`config.mk`:
```
export PLATFORM = sky130hd
export DESIGN_NAME = sensor_tx_scheduler
export DESIGN_NICKNAME = d
export VERILOG_FILES = /design/src/rtl/sensor_tx_scheduler_pkg.sv /design/src/rtl/sensor_tx_scheduler_arbiter.sv /design/src/rtl/sensor_tx_scheduler.sv
export SDC_FILE = /design/constraint.sdc
export NUM_CORES = 1
export LEC_CHECK = 0
export ABC_AREA = 1
export CAP_MARGIN = 20
export CORE_AREA = 2 2 102 94
export CTS_CLUSTER_SIZE = 25
export DETAILED_ROUTE_END_ITERATION = 10
export DIE_AREA = 0 0 104 96
export GPL_ROUTABILITY_DRIVEN = 0
export PLACE_DENSITY = 0.76
export SLEW_MARGIN = 30
export SYNTH_ARGS = -nofsm -noshare
export SYNTH_HDL_FRONTEND = slang
export SYNTH_SLANG_ARGS = --single-unit
```
`constraint.sdc`:
```
create_clock -name i_clk -period 3.7 [get_ports i_clk]
set_input_delay 0.925 -clock i_clk [delete_from_list [all_inputs] [get_ports i_clk]]
set_output_delay 0.925 -clock i_clk [all_outputs]
set_load 0.1 [all_outputs]
```
`src/rtl/sensor_tx_scheduler_pkg.sv`:
```
// rtl/sensor_tx_scheduler_pkg.sv - shared types and constants for the sensor TX scheduler
//
// Purpose: state encoding, default tag base, frame counter width and an
//          elaboration-time clog2 helper used to size the source index.
// Ports:   none (package).
package sensor_tx_scheduler_pkg;

    typedef enum logic [1:0] {
        S_IDLE      = 2'd0,
        S_SEND_TAG  = 2'd1,
        S_SEND_DATA = 2'd2
    } sched_state_t;

    localparam int TAG_BASE_DEFAULT = 97;
    localparam int CNT_W            = 16;

    function automatic int clog2(input int n);
        int r;
        r = 0;
        for (int i = 0; i < 31; i++) begin
            if ((1 << i) < n) begin
                r = i + 1;
            end
        end
        return r;
    endfunction

endpackage

```
`src/rtl/sensor_tx_scheduler_arbiter.sv`:
```
// rtl/sensor_tx_scheduler_arbiter.sv - combinational rotate-priority round-robin search
//
// Purpose: picks the first requesting source starting one past the last grant,
//          wrapping modulo N_SRC.
// Ports:   i_req         - request vector, one bit per source
//          i_last_grant  - index granted most recently
//          o_grant_valid - at least one request present
//          o_grant_idx   - winning source index (0 when no request)
module sensor_rr_arbiter
    import sensor_tx_scheduler_pkg::*;
#(
    parameter int N_SRC = 8,
    parameter int IDX_W = clog2(N_SRC)
) (
    input  logic [N_SRC-1:0] i_req,
    input  logic [IDX_W-1:0] i_last_grant,
    output logic             o_grant_valid,
    output logic [IDX_W-1:0] o_grant_idx
);

    logic [IDX_W-1:0] w_cand;

    // Candidates are visited in priority order; the first hit wins and later
    // hits are ignored, so the last grant itself has the lowest priority.
    always_comb begin
        o_grant_valid = 1'b0;
        o_grant_idx   = '0;
        w_cand        = '0;
        for (int i = 1; i <= N_SRC; i++) begin
            w_cand = IDX_W'((int'(i_last_grant) + i) % N_SRC);
            if (!o_grant_valid && i_req[w_cand]) begin
                o_grant_valid = 1'b1;
                o_grant_idx   = w_cand;
            end
        end
    end

endmodule

```
`src/rtl/sensor_tx_scheduler.sv`:
```
// rtl/sensor_tx_scheduler.sv - round-robin sharing of one UART TX channel between sensor FIFOs
//
// Purpose: each grant pops one byte from the winning FIFO and emits a two-byte
//          frame (tag = TAG_BASE + source index, then the data byte).
// Ports:   i_clk, i_rst    - clock, asynchronous active-high reset
//          i_src_valid     - per-source FIFO not empty
//          i_src_data      - per-source head byte, source k at [k*DATA_DEPTH +: DATA_DEPTH]
//          o_src_pop       - one-cycle pop pulse to the granted FIFO
//          i_enable_mask   - per-source eligibility
//          o_tx_data/o_tx_valid/i_tx_ready - byte handshake towards UART TX
//          o_busy          - frame in progress
//          o_grant_idx     - current/last granted source
//          o_frames_sent   - completed frame count (wraps)
module sensor_tx_scheduler
    import sensor_tx_scheduler_pkg::*;
#(
    parameter int DATA_DEPTH = 8,
    parameter int N_SRC      = 8,
    parameter int TAG_BASE   = TAG_BASE_DEFAULT,
    parameter int IDX_W      = clog2(N_SRC)
) (
    input  logic                        i_clk,
    input  logic                        i_rst,
    input  logic [N_SRC-1:0]            i_src_valid,
    input  logic [N_SRC*DATA_DEPTH-1:0] i_src_data,
    output logic [N_SRC-1:0]            o_src_pop,
    input  logic [N_SRC-1:0]            i_enable_mask,
    output logic [DATA_DEPTH-1:0]       o_tx_data,
    output logic                        o_tx_valid,
    input  logic                        i_tx_ready,
    output logic                        o_busy,
    output logic [IDX_W-1:0]            o_grant_idx,
    output logic [CNT_W-1:0]            o_frames_sent
);

    localparam logic [DATA_DEPTH-1:0] TAG_BYTE = DATA_DEPTH'(TAG_BASE);

    sched_state_t          r_state;
    logic [IDX_W-1:0]      r_last_grant;
    logic [DATA_DEPTH-1:0] r_data;
    logic [CNT_W-1:0]      r_frames_sent;

    logic [N_SRC-1:0]      w_req;
    logic                  w_grant_valid;
    logic [IDX_W-1:0]      w_grant_idx;
    logic [DATA_DEPTH-1:0] w_win_data;

    assign w_req         = i_src_valid & i_enable_mask;
    assign o_busy        = (r_state != S_IDLE);
    assign o_frames_sent = r_frames_sent;

    sensor_rr_arbiter #(
        .N_SRC (N_SRC),
        .IDX_W (IDX_W)
    ) u_arbiter (
        .i_req         (w_req),
        .i_last_grant  (r_last_grant),
        .o_grant_valid (w_grant_valid),
        .o_grant_idx   (w_grant_idx)
    );

    always_comb begin
        w_win_data = '0;
        for (int k = 0; k < N_SRC; k++) begin
            if (w_grant_idx == IDX_W'(k)) begin
                w_win_data = i_src_data[k*DATA_DEPTH +: DATA_DEPTH];
            end
        end
    end

    always_ff @(posedge i_clk or posedge i_rst) begin
        if (i_rst) begin
            r_state       <= S_IDLE;
            r_last_grant  <= IDX_W'(N_SRC - 1);
            r_data        <= '0;
            r_frames_sent <= '0;
            o_src_pop     <= '0;
            o_tx_data     <= '0;
            o_tx_valid    <= 1'b0;
            o_grant_idx   <= '0;
        end else begin
            o_src_pop <= '0;
            case (r_state)
                S_IDLE: begin
                    if (w_grant_valid) begin
                        // The data byte is captured here because the FIFO head
                        // may change as soon as the pop pulse lands.
                        r_data      <= w_win_data;
                        o_grant_idx <= w_grant_idx;
                        o_tx_data   <= TAG_BYTE + DATA_DEPTH'(w_grant_idx);
                        o_tx_valid  <= 1'b1;
                        o_src_pop   <= N_SRC'(1) << w_grant_idx;
                        r_state     <= S_SEND_TAG;
                    end else begin
                        o_tx_valid  <= 1'b0;
                    end
                end
                S_SEND_TAG: begin
                    if (i_tx_ready) begin
                        o_tx_data <= r_data;
                        r_state   <= S_SEND_DATA;
                    end
                end
                S_SEND_DATA: begin
                    if (i_tx_ready) begin
                        o_tx_valid    <= 1'b0;
                        r_last_grant  <= o_grant_idx;
                        r_frames_sent <= r_frames_sent + CNT_W'(1);
                        r_state       <= S_IDLE;
                    end
                end
                default: begin
                    o_tx_valid <= 1'b0;
                    r_state    <= S_IDLE;
                end
            endcase
        end
    end

endmodule

```
==> results of run 1 <==
## flip-flops by register name, indices dropped and copies added (netlist names)
register and flops:
o_frames_sent 16, o_grant_idx 3, o_src_pop 8, o_tx_data 8, o_tx_valid 1, r_data 8
r_last_grant 3, r_state 2
## cell families after synthesis
group / after synthesis / share of synthesized area (%)
buf+inv: 76 / 9.259
xor+xnor: 18 / 5.247
flops: 49 / 33.71
simple gates: 314 / 39.47
fa+ha+maj: 9 / 3.086
compound gates: 58 / 9.225
## synth_stat cells (4+ instances only)
cell,number,area share (%)
nand2_2,4,0.69
o21ai_0,29,4.0
inv_2,4,0.41
inv_1,51,5.2
nor2_1,50,5.1
xor2_1,9,2.2
ha_1,9,3.1
a21oi_1,11,1.5
nor2_2,4,0.69
nand2_1,154,16
nand3_1,70,9.6
nand3_2,5,1.4
buf_2,8,1.1
dfrtp_1,46,32
xnor2_1,6,1.4
buf_6,4,1.2
nand4_1,8,1.4
## layer usage
metal	GRT usage [%]	up-vias	share of wire [%]
met4	4.730	0	1.4
met1	28.05	1924	42
met3	4.401	17	6.1
li1	-	2042	-
met5	0	-	0
met2	41.89	163	50
## critical path, delay by kind of cell, from the launching register on
kind	cells	cell delay (ns)
buf+inv	4	0.32
flops	1	0.59
simple gates	10	1.07
compound gates	6	0.91
fa+ha+maj	2	0.60
## stage by stage
stage / cell area, µm² / hold WS (ns) / setup TNS, ns / setup slack (ns)
final: 5766 / 0.4799 / 0 / 0.1055
after global routing: 5766 / 0.4966 / -0.6684 / -0.1210
after CTS: 5609 / 0.4778 / -0.01153 / -0.007891
after detailed placement: 5270 / 0.4621 / -4.229 / -0.4697
after global placement: 5268 / 0.4594 / -3.145 / -0.3851
after floorplan: 3666 / 0.4437 / -0.001831 / -0.001831
## final cells by class
type	count	area, µm²	area share (%)
multi-input combinational	399	2370	41.10
timing repair buffer	190	1685	29.23
sequential	49	1230	21.33
inverter	59	234.0	4.058
tap	122	152.6	2.648
clock buffer	5	68.82	1.194
clock inverter	3	25.02	0.4340
## worst paths after layout
kind                                    from                end  slack [ns]
setup reg to reg             r_last_grant[0]          r_data[3]        0.11
max in group asynchronous              i_rst  o_frames_sent[13]        2.25
hold / removal             o_frames_sent[15]  o_frames_sent[15]        0.48
hold reg to reg            o_frames_sent[15]  o_frames_sent[15]        0.48
setup / recovery             r_last_grant[0]          r_data[3]        0.11
min in group asynchronous              i_rst   o_frames_sent[5]        1.04
## repair_timing
action,CTS,global route
pin swaps,19,17
hold buffers,0,0
buffers inserted,8,8
setup endpoints to repair,9,9
hold endpoints to repair,0,0
resized for setup,61,24
==> results.cfg, run 1 <==
[clocking]
cts_sinks = 49
numCtsBuffers = 5
clkTransAtPathRegs_ns = 0.10
clk_latency_ns = 0.30
htree_levels = 2
tritoncts = built
root_buffer = clkbuf_8
clock_path_buffers = 2

[min_path]
whs_path_depth = 1
min_path_type = reg2reg

[logic_synthesis]
seq_area_frac_synth_pct = 33.71
async_flop_share_pct = 100.0
yosysUniqueCellTypes = 48
avgSynthCellArea_um2 = 6.963
synth_top_flop_cell = dfrtp_1
syn_area_um2 = 3648
synth_seq_cells = 49
syn_inst = 524
synth-edff-count = 0
ys_warn_count = 0
synth_fp_nets = 616

[setup_path]
crit_slowest_cell = dfstp_2
path_max_fanout = 7
crit_required_ns = 3.92
worstSetupEndpointType = flop
critPathMaxStageDelay_ns = 0.59
cp_cell_sequence = inv_4 > ha_4 > inv_6 > nand3_2 > nand3_1 > nand2_2 > nor2_1 > buf_4 > a22oi_1 > o21ai_1 > nor2_1 > o221ai_2 > o22ai_4 > ha_2 > inv_1 > nor2_4 > nand3_1 > nand3_1 > nand2_1 > a21oi_2 > nor2_1 > o21bai_1
critPathLaunchType = flop
cp_data_arrival_time_ns = 3.81
crit_type = reg2reg
rr_worst_depth = 22

[place]
dp.cells = 803
port_buffers = 119
dpl.hpwl_um = 8578

[sta]
period_needed_ns = 3.594
clock_skew_ns = 0.01072
relSlewSlack_pct = 33.30
rsz0062_at_grt = true
drv_slew = 0
setup_viol = 0
max_freq_mhz = 278.2
hold_viol = 0
max_slew.worst_pin.slew_ns = 0.9974
finalCritPeriodShare_pct = 97.15

[routing]
wl_per_cell_um = 14.11
dr.first_iter.drc_count = 219
routed_wl_um = 11670
avgViaCountPerCell = 5.013
drc = 0
drtAntennaViolNets = 0
vias = 4146
drt-pass1-iter-count = 5

[cells_and_area]
antenna_cells = 0
mostFrequentLayoutCells = nand2_1 (144), buf_4 (89), clkdlybuf4s50_1 (83)
final_cell_count_no_fill = 827
post-route-util_pct = 64.65
final_common_cell = nand2_1
fillers = 778
fin_nets = 796
drive_above_1_share_pct = 26.95
syn_to_final_growth_pct = 58.02

[grt]
grt_pass1_vias = 4054
grt_first_pass_wirelength_um = 18600
antenna_found_initial = 0
track_usage_pct = 22.73
grt_overflow = 0
grt_max_degree = 50

[outcome]
run_status = finished, final reports clean

[floorplan]
die_x_um = 104
start_util_pct = 40.91
rows = 33
die_area_um2 = 9984
design.portCount = 120
die_y_um = 96
core_area_um2 = 8919

[flow_run]
drv_cap = 0
Power of run 1 is left out: the tool's default activity adds up to more than one toggle a clock period on the data nets, which glitch-free logic cannot reach.
==> inputs of run 2 (changes only) <==
--- a/config.mk
+++ b/config.mk
@@ -7,12 +7,12 @@
 export LEC_CHECK = 0
 export ABC_AREA = 1
 export CAP_MARGIN = 20
-export CORE_AREA = 2 2 102 94
+export CORE_AREA = 2 2 111 102
 export CTS_CLUSTER_SIZE = 25
 export DETAILED_ROUTE_END_ITERATION = 10
-export DIE_AREA = 0 0 104 96
+export DIE_AREA = 0 0 113 104
 export GPL_ROUTABILITY_DRIVEN = 0
-export PLACE_DENSITY = 0.76
+export PLACE_DENSITY = 0.65
 export SLEW_MARGIN = 30
 export SYNTH_ARGS = -nofsm -noshare
 export SYNTH_HDL_FRONTEND = slang
==> run 2 against run 1 <==
First-iteration DRC count rose by 9.1%. Sequential cell count did not move. Via count fell by 3.0%. The run now ends with design-rule violations left. Register-to-register slack improved by 0.02 ns. Sequential share of layout area fell by 0.16 points. Non-clock buffer count fell by 7. Global-route usage fell by 4.0 points. Clock-buffer cell count rose by 1. Die area rose by 18%. Cell area rose by 0.74%. Utilization fell by 10 points. Wire length fell by 1.8%.
==> results.cfg, run 2 (synthesis results as in run 1) <==
[sta]
finalCritPeriodShare_pct = 96.58
rsz0062_at_grt = true
drv_slew = 0
clock_skew_ns = 0.006710
relSlewSlack_pct = 33.41
hold_viol = 0
period_needed_ns = 3.573
max_freq_mhz = 279.8
setup_viol = 0
max_slew.worst_pin.slew_ns = 0.9957

[outcome]
violations = design-rule violations
run_status = complete, but fails checks

[min_path]
min_path_type = reg2reg

[grt]
track_usage_pct = 18.77
grt_overflow = 0
grt_pass1_vias = 3957
grt_max_degree = 49
antenna_found_initial = 0
grt_first_pass_wirelength_um = 18380

[place]
port_buffers = 119
dpl.hpwl_um = 8920

[clocking]
clk_latency_ns = 0.28
root_buffer = clkbuf_16
tritoncts = built
htree_levels = 2
holdBufCountCts = 0
numCtsBuffers = 5
cts_sinks = 49
clkTransAtPathRegs_ns = 0.06
clock_path_buffers = 2

[cells_and_area]
fin_nets = 789
final_common_cell = nand2_1
syn_to_final_growth_pct = 59.19
regArea_um2 = 1230
antenna_cells = 0
largest_reg_flops = 16
multi_input_comb_area_um2 = 2359
drive_above_1_share_pct = 25.21
fillers = 993
post-route-util_pct = 54.64
mostFrequentLayoutCells = nand2_1 (146), buf_4 (84), clkdlybuf4s50_1 (80)

[setup_path]
critPathLaunchType = flop
worstSetupEndpointType = flop
critPathMaxStageDelay_ns = 0.57
path_max_fanout = 13
crit_required_ns = 3.87
crit_slowest_cell = dfstp_2
crit_top_cell = nand2_1
cp_data_arrival_time_ns = 3.75
crit_type = reg2reg

[routing]
drc = 4
drtAntennaViolNets = 0
routed_wl_um = 11460
dr.first_iter.drc_count = 239
avgViaCountPerCell = 4.841
drt-pass1-iter-count = 10
wl_per_cell_um = 13.78
vias = 4023

[flow_run]
drv_cap = 0

[floorplan]
die_y_um = 104
start_util_pct = 34.32
rows = 36
die_x_um = 113
die_area_um2 = 11750
core_area_um2 = 10630
design.portCount = 120
## run 2: cell count changes in the layout (fill, tap and decap cells not counted), sizes merged
cell,previous run,this run
dlymetal6s2s,3,15
dlygate4sd2,13,1
clkdlybuf4s50,83,80
inv,58,56
clkinv,3,2
buf,91,87
clkinvlp,1,3
clkbuf,5,6
## run 2: final timing paths
check	start	endpoint	slack, ns	depth (start not counted)
setup / recovery	r_last_grant[0]	r_data[6]	0.13	27
hold / removal	r_data[2]	r_data[2]	0.47	2
max in group asynchronous	i_rst	r_last_grant[0]	2.07	3
hold reg to reg	r_data[2]	r_data[2]	0.47	2
setup reg to reg	r_last_grant[0]	r_data[6]	0.13	27
min in group asynchronous	i_rst	o_tx_data[1]	1.06	2
## run 2: layer usage
| metal | track usage [%] | share of wire, % | vias up |
|---|---|---|---|
| li1 | - | - | 2031 |
| met1 | 24.04 | 42 | 1824 |
| met4 | 3.920 | 1.9 | 0 |
| met2 | 33.02 | 50 | 149 |
| met5 | 0 | 0 | - |
| met3 | 3.322 | 6.4 | 19 |
## run 2: final cells by class
cell class | instances | area share [%]
repair buffers | 183 | 28.82
multi-input cells | 399 | 40.61
well taps | 133 | 2.865
clock buffers | 6 | 2.219
clock inverters | 2 | 0.2585
inverters | 59 | 4.050
flip-flops and latches | 49 | 21.18
## run 2: timing repair
item / CTS / global route
endpoints found under the hold margin: 0 / 0
pin swaps: 8 / 24
setup endpoints to repair: 8 / 17
gates resized for setup: 20 / 59
setup buffers: 2 / 8
## run 2: metrics by stage
stage	std cells	worst slack (ns)	hold slack, ns	TNS [ns]	area (µm²)
floorplan	524	-0.001831	0.4437	-0.001831	3666
global placement	813	-0.4476	0.4630	-3.460	5266
detailed placement	813	-0.5013	0.4610	-4.080	5269
CTS	823	0.0007723	0.4779	0	5509
global route	831	-0.1011	0.4990	-0.4933	5808
finish	831	0.1266	0.4710	0	5808
## run 2: worst max-delay path: cells and delay by family (launching register included)
family          cells  cell delay [ns]
buf+inv             5             0.47
simple gates       17             1.36
compound gates      2             0.41
fa+ha+maj           3             0.66
flops               1             0.57
Power of run 2 is left out for the same reason.
